### src/rtl/data_mem_responder.sv
// Fixed-latency word-addressed data memory responder for the data-cache request path.
// Optional DATA_MEM_STATS_EN adds saturating completed read/write counters.
module data_mem_responder #(
  parameter int ADDR_W  = 32,
  parameter int DEPTH   = 64,
  parameter int LATENCY = 5
)(
  input  logic              clk,
  input  logic              reset,
  input  logic              mem_read,
  input  logic              mem_write,
  input  logic [ADDR_W-1:0] address,
  input  logic [ADDR_W-1:0] writedata,
  output logic              requested_data_to_mem,
  output logic [ADDR_W-1:0] readdata,
  output logic              readdata_valid,
  output logic              err
`ifdef DATA_MEM_STATS_EN
  ,output logic [15:0]      rd_count,
  output logic [15:0]       wr_count
`endif
);
  localparam int IDX_W = $clog2(DEPTH);
  localparam int CNT_W = (LATENCY > 1) ? $clog2(LATENCY) : 1;

  localparam logic [0:0] IDLE = 1'b0;
  localparam logic [0:0] BUSY = 1'b1;

  logic [0:0]        state;
  logic [CNT_W-1:0]  counter;
  logic              op_wr;
  logic [IDX_W-1:0]  idx;
  logic [ADDR_W-1:0] wdata;
  logic [ADDR_W-1:0] mem [DEPTH];

  logic req, legal, done;

  assign req   = mem_read | mem_write;
  // Legal: exactly one op, word aligned, word index inside the array.
  assign legal = (mem_read ^ mem_write) && (address[1:0] == 2'b00) &&
                 (address[ADDR_W-1:IDX_W+2] == '0);
  assign done  = (state == BUSY) && (counter == '0);

  always_ff @(posedge clk or negedge reset) begin
    if (!reset) begin
      state                 <= IDLE;
      requested_data_to_mem <= 1'b0;
      readdata              <= '0;
      readdata_valid        <= 1'b0;
      err                   <= 1'b0;
      counter               <= '0;
      op_wr                 <= 1'b0;
      idx                   <= '0;
      wdata                 <= '0;
    end else begin
      readdata_valid <= 1'b0;
      err            <= 1'b0;
      case (state)
        IDLE: begin
          if (req) begin
            if (legal) begin
              state                 <= BUSY;
              requested_data_to_mem <= 1'b1;
              counter               <= CNT_W'(LATENCY - 1);
              op_wr                 <= mem_write;
              idx                   <= address[IDX_W+1:2];
              wdata                 <= writedata;
            end else begin
              err <= 1'b1;
            end
          end
        end
        BUSY: begin
          if (counter != '0) begin
            counter <= counter - 1'b1;
          end else begin
            state                 <= IDLE;
            requested_data_to_mem <= 1'b0;
            if (!op_wr) begin
              readdata       <= mem[idx];
              readdata_valid <= 1'b1;
            end
          end
        end
        default: state <= IDLE;
      endcase
    end
  end

  // Storage is deliberately unreset; reset forces IDLE so a pending write never lands.
  always_ff @(posedge clk) begin
    if (done && op_wr) mem[idx] <= wdata;
  end

`ifdef DATA_MEM_STATS_EN
  always_ff @(posedge clk or negedge reset) begin
    if (!reset) begin
      rd_count <= '0;
      wr_count <= '0;
    end else if (done) begin
      if (op_wr && wr_count != 16'hFFFF) wr_count <= wr_count + 16'd1;
      if (!op_wr && rd_count != 16'hFFFF) rd_count <= rd_count + 16'd1;
    end
  end
`endif

endmodule

### config.mk
export PLATFORM = sky130hd
export DESIGN_NAME = data_mem_responder
export DESIGN_NICKNAME = d
export VERILOG_FILES = /design/src/rtl/data_mem_responder.sv
export SDC_FILE = /design/constraint.sdc
export NUM_CORES = 2
export LEC_CHECK = 0
export CORE_AREA = 2 2 388 390
export DETAILED_ROUTE_END_ITERATION = 7
export DIE_AREA = 0 0 390 392
export HOLD_SLACK_MARGIN = 0.15
export PLACE_DENSITY_LB_ADDON = 0.2
export SYNTH_ARGS = -nofsm -noshare
export SYNTH_HDL_FRONTEND = slang
export SYNTH_SLANG_ARGS = --single-unit
### constraint.sdc
create_clock -name clk -period 5.3 [get_ports clk]
set_input_delay 0.795 -clock clk [delete_from_list [all_inputs] [get_ports clk]]
set_output_delay 0.795 -clock clk [all_outputs]
set_load 0.05 [all_outputs]
==> impl_metrics.tcl <==
set metrics [dict create \
    cts_max_level 4 \
    synth_top_area_share_pct 75.5 \
    ir_drop_uv 264 \
    dp.cells 5963 \
    syn_area_sq_um 81500 \
    first_iter_violations 4931 \
    synth_cell_types 45 \
    synth_area_leaders "edfxtp_1 75%, mux4_2 7.8%, mux2i_1 6.9%" \
    grt_pass1_wl_um 297000 \
    ys_seq_elements 2126 \
    worst_pin_slew_ps 1330 \
    clk_pin_slew_worst_paths_ps 60 \
    core_sq_um 149000 \
    drv_cap 0 \
    fin_crit_sh_pct 73.8 \
    start_util_pct 54.7 \
    io_pins 103 \
    crit_type "reg2reg" \
    dp_hpwl_um 121000 \
    final_common_cell "edfxtp_1" \
    syn_nets 4056 \
    synth_edf_count 2048 \
    grt_max_degree 128 \
    synthArstFlopShare_pct 3.67 \
    finalNonFillerCells 6343 \
    slew_headroom_pct 11.2 \
    layout_min_cycle_time_ps 3910 \
    routedWlPerCell_um 33.1 \
    setup_violations 0 \
    cts_root_buf "clkbuf_16" \
    fin_nets 4299 \
    wl_um 210000 \
    timing.setup.tns_ps 0 \
    antenna_found_initial 10 \
    hold_class "reg2reg" \
    clkLatencyLatePin_ps 850 \
    place_ws_ps 1540 \
    fp.dieH_um 392 \
    drc 0 \
    via_per_inst 6.38 \
    rows 142 \
    setup_ws_ps 1390 \
    cts_tree "built" \
    grt.overflow.total 0 \
    cts.sinks 2126 \
    finalHoldViolations 0 \
    cts_buffer_depth 3 \
    avgSynthCellArea_sq_um 20.4 \
    syn_inst 3985 \
    p_leak_nw 22.8 \
    postCtsSetupBuffers 0 \
    layout_common_cells "2,048 x edfxtp_1, 560 x mux2i_1, 281 x mux4_2" \
    cts_buffers 206 \
    endpoint_kind "flop" \
    place.gp.congestion 0.840 \
    dieArea_sq_um 153000 \
    syn_to_final_growth_pct 13.2 \
    crit_arrival_ps 4650 \
    required_ps 6030 \
    p_per_area_nw_per_um2 350 \
    yosysTopAreaCell "edfxtp_1" \
    ys_seq_area_share_pct 77.9 \
    status "finished, final reports clean" \
    fmax_mhz 256 \
    drive_above_1_share_pct 20.0 \
    dr_total_vias 40500 \
    grt_pass1_vias 40300 \
    report.final.slew_viol_count 0 \
    port_buffers 102 \
    drt_pass1_iterations 5 \
    rsz0062_at_grt "no" \
    cp-start-kind "flop" \
    antenna_left 0 \
    synth_warnings 0 \
    crit_fanout 49 \
    grt.total_usage_pct 27.8 \
    synth_flop_cell "edfxtp_1" \
    fin_skew_ps 31.6 \
    die_w_um 390 \
]
## kinds of logic (layout without fill, tap and decap cells)
logic type	after synthesis	count (layout)	share of synthesized area, %
DFF	2126	2126	77.9
muxes	879	879	15.2
and+or+nand+nor	373	373	2.21
AOI/OAI and AO/OA	367	367	3.25
buffers and inverters	237	650	1.46
adders and majority gates	3	3	0.0461
other	0	1	0
## worst paths after layout
| check | from | endpoint | slack [ps] | cells past startpoint |
|---|---|---|---|---|
| max | idx[2] | readdata[8] | 1390 | 7 |
| min | counter[0] | counter[0] | 490 | 1 |
| max reg2reg | idx[2] | readdata[8] | 1390 | 7 |
| min reg2reg | counter[0] | counter[0] | 490 | 1 |
| max in group asynchronous | reset | wdata[5] | 3570 | 3 |
| min in group asynchronous | reset | wdata[13] | 590 | 2 |
## metrics by stage
| stage | cell area [sq um] | power, mW | hold slack, ps | utilization, % |
|---|---|---|---|---|
| floorplan | 81500 | 18.5 | 451 | - |
| global placement | 85800 | 18.6 | 479 | 57.7 |
| detailed placement | 85800 | 18.6 | 481 | 57.7 |
| CTS | 92300 | 32.4 | 489 | 62.0 |
| global route | 92300 | 33.1 | 508 | 62.0 |
| finish | 92300 | 32.3 | 490 | 62.0 |
## routing by layer
metal  track usage [%]  share of wire (%)  up-vias
met5                 0              0.021        -
met4              12.0                4.4        8
met3              6.95                9.1      346
met2              43.4                 48     1899
met1              37.6                 39    21300
li1                  -                  -    16900
## critical path, cell delays in order, from the launching register on
cell	delay, ps
dfrtp_4	700
buf_4	730
buf_4	670
mux2i_1	260
a22oi_1	100
nand3_1	300
nand4_1	470
o32a_1	460
## power by group
| group | internal (mW) | switching [mW] | total, mW |
|---|---|---|---|
| Combinational | 0.0460 | 0.0306 | 0.0766 |
| Sequential | 18.1 | 0.000118 | 18.1 |
| Clock | 7.88 | 6.18 | 14.1 |
| Total | 26.1 | 6.21 | 32.3 |
## sequential cells by signal, summed over array words and instances, names as in the netlist
| register | count |
|---|---|
| counter | 3 |
| err | 1 |
| idx | 6 |
| mem | 2048 |
| op_wr | 1 |
| readdata | 32 |
| readdata_valid | 1 |
| requested_data_to_mem | 1 |
| state | 1 |
| wdata | 32 |
## what timing repair did
action / in CTS / in global routing
hold buffers: 1 / 0
resized for setup: 0 / 0
hold endpoints to repair: 48 / 0
## area by class of cell
class | instances | area [sq um]
sequential | 2126 | 63500
antenna | 1 | 2.50
clock inverter | 101 | 833
multi-input combinational | 1622 | 17400
tap | 1944 | 2430
timing repair buffer | 264 | 2470
inverter | 8 | 30.0
fill | 10300 | 56600
clock buffer | 277 | 5590
## synth_stat cells (all sizes together) (32+ instances only)
| library cell | number |
|---|---|
| mux2 | 38 |
| clkbuf | 98 |
| nand3 | 125 |
| a22oi | 217 |
| mux4 | 281 |
| nor2 | 75 |
| edfxtp | 2048 |
| nand4 | 32 |
| a21oi | 66 |
| nand2 | 81 |
| buf | 131 |
| dfrtp | 78 |
| mux2i | 560 |
No activity file was read; power rests on OpenSTA's default activity.
